==> config.mk <==
export PLATFORM = sky130hd
export DESIGN_NAME = hc_scan_mux
export DESIGN_NICKNAME = d
export VERILOG_FILES = /design/src/rtl/hc_scan_mux.sv
export SDC_FILE = /design/constraint.sdc
export NUM_CORES = 1
export LEC_CHECK = 0
export ABC_CLOCK_PERIOD_IN_PS = 6100
export CORE_MARGIN = 2
export CORE_UTILIZATION = 45
export CTS_CLUSTER_SIZE = 40
export DETAILED_ROUTE_END_ITERATION = 7
export PLACE_DENSITY = 0.73
export SLEW_MARGIN = 20
export SYNTH_ARGS = -nofsm -noshare
export SYNTH_HDL_FRONTEND = slang
export SYNTH_SLANG_ARGS = --single-unit
==> constraint.sdc <==
create_clock -name CP -period 6.1 [get_ports CP]
set_clock_uncertainty 0.1 [all_clocks]
set_input_delay 1.22 -clock CP [delete_from_list [all_inputs] [get_ports CP]]
set_output_delay 1.22 -clock CP [all_outputs]
set_load 0.02 [all_outputs]
==> src/rtl/hc_scan_mux.sv <==
// Display scanner ahead of an hc4511 decoder: double-buffered BCD digits, time-sliced
// one-hot digit enables with an anti-ghost guard, and optional leading-zero blanking.
module hc_scan_mux #(
   parameter int DIGITS    = 4,
   parameter int PRESCALE  = 1000,
   parameter int BLANK_CYC = 2,
   parameter int LZB       = 1
) (
   input  logic                CP,
   input  logic                MR,
   input  logic [4*DIGITS-1:0] Dn,
   input  logic                LD,
   output logic [3:0]          Qn,
   output logic                BL_N,
   output logic [DIGITS-1:0]   Dig,
   output logic                Frame
);
   localparam int PW = (PRESCALE > 1) ? $clog2(PRESCALE) : 1;
   localparam int DW = (DIGITS > 1) ? $clog2(DIGITS) : 1;
   localparam logic [PW-1:0] P_LAST  = PW'(PRESCALE - 1);
   localparam logic [PW-1:0] P_GUARD = PW'(BLANK_CYC);
   localparam logic [DW-1:0] D_LAST  = DW'(DIGITS - 1);

   logic [PW-1:0]       r_pcnt;
   logic [DW-1:0]       r_didx;
   logic [4*DIGITS-1:0] r_cap;
   logic [4*DIGITS-1:0] r_shadow;
   logic                r_pend;
   logic [3:0]          r_qn;
   logic                r_bl_n;
   logic [DIGITS-1:0]   r_dig;
   logic                r_frame;

   logic                w_tick;
   logic                w_boundary;
   logic [PW-1:0]       w_pcnt_next;
   logic [DW-1:0]       w_didx_next;
   logic [4*DIGITS-1:0] w_shadow_next;
   logic                w_pend_next;
   logic [DIGITS:0]     w_zero_above;
   logic [DIGITS-1:0]   w_onehot;
   logic [3:0]          w_qn_next;
   logic                w_bl_n_next;
   logic [DIGITS-1:0]   w_dig_next;

   assign w_tick        = (r_pcnt == P_LAST);
   assign w_boundary    = w_tick && (r_didx == D_LAST);
   assign w_pcnt_next   = w_tick ? '0 : r_pcnt + 1'b1;
   assign w_didx_next   = w_boundary ? '0 : (w_tick ? r_didx + 1'b1 : r_didx);
   // The shadow only swaps at the frame boundary, so a frame is never torn.
   assign w_shadow_next = (w_boundary && r_pend) ? r_cap : r_shadow;
   assign w_pend_next   = LD || (r_pend && !w_boundary);

   generate
      for (genvar gi = 0; gi < DIGITS; gi++) begin : g_onehot
         assign w_onehot[gi] = (w_didx_next == DW'(gi));
      end
   endgenerate

   // w_zero_above[k]: every shadow digit from k upward is zero
   always_comb begin
      w_zero_above[DIGITS] = 1'b1;
      for (int k = DIGITS - 1; k >= 0; k--) begin
         w_zero_above[k] = (w_shadow_next[4*k +: 4] == 4'd0) && w_zero_above[k+1];
      end
   end

   // Outputs are computed from next-state values so all of them move on the didx edge.
   always_comb begin
      w_qn_next   = 4'd0;
      w_bl_n_next = 1'b1;
      for (int k = 0; k < DIGITS; k++) begin
         if (w_didx_next == DW'(k)) begin
            w_qn_next = w_shadow_next[4*k +: 4];
            if ((LZB != 0) && (k != 0) && w_zero_above[k]) begin
               w_bl_n_next = 1'b0;
            end
         end
      end
      w_dig_next = (w_pcnt_next < P_GUARD) ? '0 : w_onehot;
   end

   always_ff @(posedge CP or posedge MR) begin
      if (MR) begin
         r_pcnt   <= '0;
         r_didx   <= '0;
         r_cap    <= '0;
         r_shadow <= '0;
         r_pend   <= 1'b0;
         r_qn     <= 4'd0;
         r_bl_n   <= 1'b0;
         r_dig    <= '0;
         r_frame  <= 1'b0;
      end else begin
         r_pcnt   <= w_pcnt_next;
         r_didx   <= w_didx_next;
         r_shadow <= w_shadow_next;
         r_pend   <= w_pend_next;
         if (LD) begin
            r_cap <= Dn;
         end
         r_qn     <= w_qn_next;
         r_bl_n   <= w_bl_n_next;
         r_dig    <= w_dig_next;
         r_frame  <= w_boundary;
      end
   end

   assign Qn    = r_qn;
   assign BL_N  = r_bl_n;
   assign Dig   = r_dig;
   assign Frame = r_frame;
endmodule

# Word level (Yosys, flattened, before mapping)
# Cells that the tools add are included.
[word_totals]
reg_bits = 55
latch_bits = 0
ram_bits = 0
rom_bits = 0
in_bits = 19
out_inout_bits = 10
word_cells = 43
mem_count = 0
[classes]
add_sub_neg = 2
multipliers = 0
div_mod_pow = 0
n_lt_le_gt_ge = 1
n_eq_ne = 5
shift = 0
n_mux = 15
bitwise_logic = 0
n_reduce_logical = 11
[op_table]
columns = ["cell", "n"]
rows = [
  ["4-bit two-way mux", 5],
  ["16-bit two-way mux", 1],
  ["4-bit logical NOT", 3],
  ["10-bit by 1-bit adder with 10-bit output (second input constant)", 1],
  ["10-bit equality test (second input constant)", 1],
  ["10-bit by 2-bit less-than comparator with 1-bit output (second input constant)", 1],
  ["10-bit two-way mux", 1],
  ["2-bit equality test (second input constant)", 3],
  ["1-bit two-way mux", 6],
  ["1-bit logical AND", 5],
  ["2-bit two-way mux", 2],
  ["2-bit by 1-bit adder with 2-bit output (second input constant)", 1],
  ["2-bit by 1-bit equality test with 1-bit output (second input constant)", 1],
  ["2-bit logical NOT", 1],
  ["1-bit logical NOT", 1],
  ["1-bit logical OR", 1],
]

# Logic depth before layout (Yosys ltp)
# Gate-level depths: netlist of the first run.
[depth]
word_depth = 13
ltp_mapped = 9
mapped_depth_nobuf = 7

# Worst setup path after synthesis of the first run
# No wires, ideal clock.
[synth_timing]
path_kind = "in2reg"
startpoint = "input port LD"
endpoint = "register r_cap[0]"
setup_time_ns = 0.125
arrival_ns = 2.204
required_ns = 5.875
slack_ns = 3.671
path_stages = 3
n_path_buf = 2
path_cell_list = "clkbuf_1 clkbuf_1 mux2_2"
[synth_rtl]
columns = ["item", "line_no", "rtl"]
rows = [
  ["from (decl)", "12", "input logic LD,"],
  ["to (signal assigned)", "100", "r_cap <= Dn;"],
  ["to (decl)", "26", "logic [4*DIGITS-1:0] r_cap;"],
]
# No word-level cell between the ends.

# Final worst setup path of the first run
[layout_timing]
startpoint = "register r_pcnt[0]"
endpoint = "register r_qn[2], in the netlist Qn[2]"
[layout_via]
elab_cells_between_ends = 14
cone_classes = "eq/ne: 4; mux: 7; reduce/logical: 3"
[layout_rtl]
columns = ["item", "line_no", "rtl"]
rows = [
  ["from (decl)", "24", "logic [PW-1:0] r_pcnt;"],
  ["from (signal assigned)", "95", "r_pcnt <= w_pcnt_next;"],
  ["10-bit equality test", "46", "assign w_tick = (r_pcnt == P_LAST);"],
  ["1-bit logical AND", "47", "assign w_boundary = w_tick && (r_didx == D_LAST);"],
  ["1-bit logical AND", "51", "assign w_shadow_next = (w_boundary && r_pend) ? r_cap : r_shadow;"],
  ["16-bit two-way mux", "51", ""],
  ["named net w_shadow_next[6]", "38", "logic [4*DIGITS-1:0] w_shadow_next;"],
  ["4-bit two-way mux (3 in series)", "73", "if (w_didx_next == DW'(k)) begin"],
  ["named net w_qn_next[2]", "42", "logic [3:0] w_qn_next;"],
  ["to (signal assigned)", "102", "r_qn <= w_qn_next;"],
  ["to (decl)", "29", "logic [3:0] r_qn;"],
]
# The timed path passes the listed nets, and every way through them passes these cells.
# A chain may end at the register's enable or synchronous reset.

==> metrics.md, run 1 <==
| Metric | Value |
|---|---|
| Seq cells post-synth | `55` |
| Number of failing hold endpoints at the final stage | `0` |
| Detail-routed via count per cell | `around 5.3` |
| Cell breakdown of the critical path | `ha_1 > nand4b_4 > nor3_4 > nand3_2 > mux2_2 > mux2i_1 > mux2i_1` |
| Total Wirelength | `~4300 µm` |
| Worst Tran Pin Value | `between 800 and 900 ps` |
| I/O pin count | `29` |
| Postcts setup bufs | `0` |
| Root Driver | `sky130_fd_sc_hd__clkbuf_8` |
| Sw Share | `between 20% and 30%` |
| Max Cap Viol | `0` |
| Clock insertion delay at the later pin of the skew report | `~300 ps` |
| Tot GR Track Use | `between 15 and 20%` |
| Pre-Repair DR Iteration Count | `4` |
| Critical setup path kind | `flop to flop` |
| Startpoint types | `flop` |
| Number of failing setup endpoints in the final timing report | `0` |
| Net Count, Synth | `~220` |
| Number of DRC markers in iteration 0 | `43` |
| Total congestion overflow | `0` |
| Total power divided by cell area | `about 210 mW/mm²` |
| # port buffers | `28` |
| Layout Area Growth over Synthesis | `15.7%` |
| Via count of the first global-routing pass | `roughly 1600` |
| Placed cell areas | `between 0.002 and 0.003 mm²` |
| Crit path DAT | `about 2900 ps` |
| Result of the run | `complete, no violations` |
| Number of buffers added to fix hold violations after cts | `0` |
| Wire length of the first global-routing pass | `approximately 7500 µm` |
| Final standard cell utilization of the core | `a little over half` |
| Max clock buf depth | `2` |
| Design Area, Final | `0.00290 mm²` |
| Commonest non-fill, non-tap cell in the layout | `sky130_fd_sc_hd__dfrtp_1` |
| CTS tree | `yes` |
| Fin Setup TNS | `0 ps` |
| Clock-pin slew on the worst setup and hold paths | `about 90 ps` |
| Worst-case headroom to the max-slew limit | `45.0%` |
| Worst path most repeated cell | `sky130_fd_sc_hd__mux2i_1` |
| Placement row count | `27` |
| Residual DRC count | `0` |
| Number of pins exceeding their max-slew limit in the final report | `0` |
| Power Internal | `485 µW` |
| Commonest non-fill, non-tap cells in the layout | `55 x sky130_fd_sc_hd__dfrtp_1, 32 x sky130_fd_sc_hd__mux2_2, 28 x sky130_fd_sc_hd__clkdlybuf4s50_1, 18 x sky130_fd_sc_hd__nor2_1, 14 x sky130_fd_sc_hd__mux2i_1` |
| Number of clock sinks | `between 50 and 60` |
| Layout fillers | `485` |
| Clock period minus final worst setup slack | `approximately 2800 ps` |
| Vias after detailed routing | `between 1500 and 2000` |
| Post-CTS resize count | `0` |
| Die H | `around 79 µm` |
| Largest fanout of any net on the critical path | `20` |
| Final Power | `about 610 µW` |
| Number of warnings issued by yosys | `0` |
| Post-detail-place hpwl | `around 3000 µm` |
| Maximum number of pins on one net before global-route repair | `56` |
| Number of distinct standard cells referenced by the synthesized netlist | `39` |
| Required time reported for the critical path endpoint | `roughly 6200 ps` |
| Initial antenna violation count | `0` |
| Leakage power | `about 0.0014 µW` |
| Sequential cell fraction of total power | `62.2%` |
| Number of buffers inserted during clock tree synthesis | `5` |
| Highest Clock Rate | `approximately 0.36 GHz` |
| Final critical-path share of the clock period | `approximately 46%` |
| IR Drop Worst-Case VDD | `0.144 mV` |
| Hold crit path type | `flop to flop` |
| Delay of the slowest critical-path stage | `roughly 470 ps` |
| Number of routed nets with antenna violations | `0` |
| Sequential share of the synthesized area | `54.9%` |
| Die Wd | `around 80 µm` |
| Synthesized instance count | `slightly below 200` |
| Post-synth design cell area | `around 0.0025 mm²` |
| Net count reported at finish | `roughly 240` |
| Switching component of the power | `roughly 130 µW` |
| Library cell contributing the largest single delay on the critical path | `sky130_fd_sc_hd__nand3_2` |
| Fraction of final layout cells sized beyond drive strength 1 | `~23%` |
| Effective utilization at floorplan | `between 40% and 50%` |
| Min Hold Slack | `around 390 ps` |
| Average detailed-routed wire length per instance | `about 15 µm` |
| Global placement routability congestion | `between 0.7 and 0.8` |
| Portion of total power attributed to the clock network | `approximately a third` |
| Final antenna diode count | `0` |
| Die Area | `roughly 0.006 mm²` |
| Core Box Area | `around 0.0054 mm²` |
| Count of H-tree levels built during CTS | `2` |
| Part of the power in combinational logic | `between 5 and 6%` |
| Type of destination of the critical path | `flop` |
| Mean instance size in the synthesized netlist | `approximately 13 µm²` |
| Setup repair after global routing missed its margin | `false` |
area by class of cell:
cell class | count | area (µm²) | share of cell area (%)
Tap cell | 72 | 90.1 | 3.11
Sequential cell | 55 | 1380 | 47.5
Inverter | 5 | 18.8 | 0.648
Timing Repair Buffer | 29 | 288 | 9.93
Clock buffer | 6 | 82.6 | 2.85
Clock inverter | 1 | 5.00 | 0.173
Multi-Input combinational cell | 126 | 1040 | 35.8
registers in the layout, indices dropped and copies added (netlist names):
register  flops
Qn            4
Dig           4
BL_N          1
r_shadow     16
r_pend        1
Frame         1
r_cap        16
r_pcnt       10
r_didx        2
path summary, 6_finish.rpt:
kind | start | endpoint | slack, ps | cells after the start
worst min register to register | r_pcnt[0]$_DFF_PP0_ | r_pcnt[0]$_DFF_PP0_ | 390 | 1
max in group asynchronous | MR | r_cap[7]$_DFFE_PP0P_ | 4130 | 3
min in group asynchronous | MR | r_pcnt[2]$_DFF_PP0_ | 1320 | 3
worst min-delay path | r_pcnt[0]$_DFF_PP0_ | r_pcnt[0]$_DFF_PP0_ | 390 | 1
worst max register to register | r_pcnt[0]$_DFF_PP0_ | Qn[2]$_DFF_PP0_ | 3290 | 7
worst max-delay path | r_pcnt[0]$_DFF_PP0_ | Qn[2]$_DFF_PP0_ | 3290 | 7
Yosys cell counts (all sizes together):
cell	number	share of area, %
o31ai	1	0.30
mux2	32	14
a21o	2	0.60
or4b	1	0.40
xor2	3	1.0
xnor2	3	1.0
dfrtp	55	55
clkbuf	2	0.30
nand3	4	1.2
o21ai	8	1.6
inv	5	0.75
nand2	9	1.3
nor4b	2	1.5
nand4	2	0.50
ha	2	1.0
a221oi	1	0.35
nor3b	2	0.80
mux2i	14	5.6
nor4	4	1.0
o211ai	1	0.30
or4	1	0.30
buf	7	2.6
and3b	1	0.35
or3	1	0.25
nand4b	1	0.95
nor2	18	2.7
a22o	1	0.35
or2	1	0.25
nor3	6	1.6
a21oi	5	1.6
per-stage QoR:
step / cells / setup slack (ps)
global placement: 287 / 3260
finish: 294 / 3290
detailed placement: 287 / 3200
floorplan: 195 / 3440
CTS: 294 / 3240
global route: 294 / 3050
critical path: cells and delay by family (launching register included):
kind / cells / cell delay, ps
adders and majority gates: 1 / 330
muxes: 3 / 800
and+or+nand+nor: 3 / 1050
DFF: 1 / 390
per-layer routing:
layer | vias up | part of all wire (%) | track usage [%] | routed length [µm]
met1 | 771 | 44 | 19.1 | 1880
met3 | 7 | 2.6 | 2.76 | 113
met2 | 25 | 52 | 27.6 | 2220
li1 | 743 | - | - | -
met4 | 0 | 1.7 | 5.79 | 72
met5 | - | 0 | 0 | 0
logic make-up after synthesis:
family                     Yosys count  synth area share (%)
and+or+nand+nor                     53                  13.2
AOI/OAI and AO/OA                   19                  5.09
buffers and inverters               14                  3.65
DFF                                 55                  54.9
xor gates and xnor gates             6                  2.10
adders and majority gates            2                 0.999
muxes                               46                  20.0
power by group through the flow:
stage | clock, µW | combinational [µW] | sequential (µW)
after global routing | 221 | 37.7 | 384
after detailed placement | 0 | 34.7 | 390
after CTS | 204 | 34.7 | 383
after global placement | 0 | 33.4 | 389
final | 198 | 33.6 | 382
after floorplan | 0 | 19.0 | 387
Power figures use the tool's default switching activity.
==> run 2: changes to the inputs <==
--- a/config.mk
+++ b/config.mk
@@ -5,12 +5,12 @@
 export SDC_FILE = /design/constraint.sdc
 export NUM_CORES = 1
 export LEC_CHECK = 0
-export ABC_CLOCK_PERIOD_IN_PS = 6100
+export ABC_CLOCK_PERIOD_IN_PS = 2300
 export CORE_MARGIN = 2
 export CORE_UTILIZATION = 45
 export CTS_CLUSTER_SIZE = 40
 export DETAILED_ROUTE_END_ITERATION = 7
-export PLACE_DENSITY = 0.73
+export PLACE_DENSITY = 0.76
 export SLEW_MARGIN = 20
 export SYNTH_ARGS = -nofsm -noshare
 export SYNTH_HDL_FRONTEND = slang
==> constraint.sdc (replaced) <==
create_clock -name CP -period 2.3 [get_ports CP]
set_clock_uncertainty 0.1 [all_clocks]
set_input_delay 0.46 -clock CP [delete_from_list [all_inputs] [get_ports CP]]
set_output_delay 0.46 -clock CP [all_outputs]
set_load 0.02 [all_outputs]
==> run 2 against run 1 <==
Effect of this change:
- global-route usage shrank 0.40 points
- non-clock buffer count grew 6
- clock-buffer cell count shrank 1
- largest cell class unchanged
- via count grew 1.5%
==> metrics.md, run 2 (synthesis results as in run 1) <==
| Metric | Value |
|---|---|
| Result of the run | `complete, no violations` |
| Total power divided by cell area | `approximately 540 mW/mm²` |
| Final critical-path share of the clock period | `93.9%` |
| Critical setup path kind | `flop to flop` |
| Clock period minus final worst setup slack | `between 2000 and 2500 ps` |
| Sw Share | `about 22%` |
| Largest fanout of any net on the critical path | `8` |
| Number of buffers added to fix hold violations after cts | `0` |
| Sequential cell fraction of total power | `62.9%` |
| Number of DRC markers in iteration 0 | `71` |
| Required time reported for the critical path endpoint | `~2400 ps` |
| Highest Clock Rate | `around 0.46 GHz` |
| Worst Setup Slack post-DPL | `123 ps` |
| Detail-routed via count per cell | `5.21` |
| Average detailed-routed wire length per instance | `about 14 µm` |
| Power Internal | `1260 µW` |
| Total congestion overflow | `0` |
| Worst-case headroom to the max-slew limit | `about 72%` |
| Crit path DAT | `~2200 ps` |
| Total Wirelength | `around 4300 µm` |
| Layout fillers | `465` |
| Layout Area Growth over Synthesis | `19.2%` |
| Largest registers in the final layout | `r_cap (16), r_shadow (16), r_pcnt (10)` |
| Number of routed nets with antenna violations | `0` |
| Number of failing hold endpoints at the final stage | `0` |
| Placement row count | `27` |
| CTS tree | `yes` |
| Core Box Area | `between 0.005 and 0.006 mm²` |
| Commonest non-fill, non-tap cell in the layout | `sky130_fd_sc_hd__dfrtp_1` |
| Root Driver | `sky130_fd_sc_hd__clkbuf_8` |
| Final antenna diode count | `0` |
| Fraction of final layout cells sized beyond drive strength 1 | `between 20% and 30%` |
| Number of clock sinks | `55` |
| Max Cap Viol | `0` |
| Initial antenna violation count | `0` |
| Post-detail-place hpwl | `3060 µm` |
| Residual DRC count | `0` |
| IR Drop Worst-Case VDD | `between 0.3 and 0.4 mV` |
| Commonest non-fill, non-tap cells in the layout | `54 x sky130_fd_sc_hd__dfrtp_1, 32 x sky130_fd_sc_hd__mux2_2, 28 x sky130_fd_sc_hd__clkdlybuf4s50_1, 17 x sky130_fd_sc_hd__nor2_1, 14 x sky130_fd_sc_hd__mux2i_1` |
| Max clock buf depth | `2` |
| Setup slack after layout | `between 100 and 150 ps` |
| Part of the power in combinational logic | `under 10%` |
| Effective utilization at floorplan | `approximately 46%` |
| # port buffers | `28` |
| Tot GR Track Use | `15.3%` |
| Via count of the first global-routing pass | `between 1500 and 2000` |
| Count of H-tree levels built during CTS | `2` |
| Clock-pin slew on the worst setup and hold paths | `100 ps` |
| I/O pin count | `29` |
| Number of cells in the design after placement | `293` |
| Die H | `a little under 80 µm` |
| Leakage power | `about 0.0015 µW` |
| Sequential Area | `0.00138 mm²` |
| Worst Tran Pin Value | `just over 400 ps` |
| Number of pins exceeding their max-slew limit in the final report | `0` |
| Final non-filler cell total | `roughly 300` |
| Clock insertion delay at the later pin of the skew report | `300 ps` |
| Net count reported at finish | `roughly 250` |
| Die Area | `just over 0.006 mm²` |
| Setup repair after global routing missed its margin | `true` |
| Portion of total power attributed to the clock network | `between 30% and 40%` |
| Startpoint types | `flop` |
| Number of buffers inserted during clock tree synthesis | `5` |
| Number of failing setup endpoints in the final timing report | `0` |
| Multi-input gate area | `0.00105 mm²` |
| Global placement routability congestion | `0.885` |
| Final Power | `about 1600 µW` |
| Hold crit path type | `flop to flop` |
| Vias after detailed routing | `~1600` |
| Die Wd | `~80 µm` |
| Type of destination of the critical path | `flop` |
| Pre-Repair DR Iteration Count | `4` |
| Maximum number of pins on one net before global-route repair | `between 50 and 60` |
| Switching component of the power | `~350 µW` |
| Wire length of the first global-routing pass | `approximately 7400 µm` |
-- run 2: per-layer routing --
metal	up-vias	part of all wire, %	wire, µm	track usage [%]
li1	757	-	-	-
met1	782	43	1830	18.3
met5	-	0	0	0
met3	6	3.2	138	3.79
met2	24	53	2240	26.6
met4	0	1.2	51	5.44
-- run 2: worst paths after layout --
check	start	endpoint	slack, ps	depth (start not counted)
max	r_pcnt[0]$_DFF_PP0_	Dig[0]$_DFF_PP0_	140	8
max reg2reg	r_pcnt[0]$_DFF_PP0_	Dig[0]$_DFF_PP0_	140	8
min	r_pcnt[0]$_DFF_PP0_	r_pcnt[0]$_DFF_PP0_	380	1
min reg2reg	r_pcnt[0]$_DFF_PP0_	r_pcnt[0]$_DFF_PP0_	380	1
max in group asynchronous	MR	r_shadow[2]$_DFF_PP0_	1440	3
min in group asynchronous	MR	r_pcnt[6]$_DFF_PP0_	410	3
-- run 2: layout make-up --
type,instances,share of cell area [%]
well taps,72,3.02
clock inverters,3,0.503
inverters,5,0.628
multi-input cells,126,35.0
flip-flops and latches,55,46.1
clock buffers,5,2.30
repair buffers,35,12.4
-- run 2: critical path, stage by stage (launching register included) --
cell	delay [ps]
sky130_fd_sc_hd__dfrtp_1	390
sky130_fd_sc_hd__ha_1	230
sky130_fd_sc_hd__nand4b_4	150
sky130_fd_sc_hd__nor3_4	250
sky130_fd_sc_hd__buf_4	190
sky130_fd_sc_hd__a21o_1	100
sky130_fd_sc_hd__o21ai_0	160
sky130_fd_sc_hd__nor4b_4	390
sky130_fd_sc_hd__nor3_1	100
-- run 2: power groups by stage --
| stage | Clock [µW] | Sequential [µW] | Combinational, µW |
|---|---|---|---|
| after floorplan | 0 | 1030 | 50.5 |
| after global placement | 0 | 1030 | 92.6 |
| after detailed placement | 0 | 1030 | 94.9 |
| after CTS | 528 | 1010 | 94.8 |
| after global routing | 556 | 1020 | 103 |
| final | 505 | 1010 | 92.0 |
-- run 2: through the flow --
stage,util (%),hold slack [ps],TNS (ps),area (µm²)
floorplan,-,348,0,2500
global placement,53.2,365,0,2890
detailed placement,53.2,376,0,2890
CTS,54.7,388,0,2980
global route,54.9,424,-2.46,2990
finish,54.9,381,0,2990
-- run 2: what timing repair did --
action,4_1_cts,5_1_grt
endpoints found under the setup margin,0,4
resized for setup,0,3
setup buffers,0,0
==> run 3: changes to the inputs <==
--- a/config.mk
+++ b/config.mk
@@ -6,6 +6,7 @@
 export NUM_CORES = 1
 export LEC_CHECK = 0
 export ABC_CLOCK_PERIOD_IN_PS = 2300
+export CAP_MARGIN = 0
 export CORE_MARGIN = 2
 export CORE_UTILIZATION = 45
 export CTS_CLUSTER_SIZE = 40
==> results of run 3 <==
No change in the layout: final DEF, timing and power equal those of run 2.
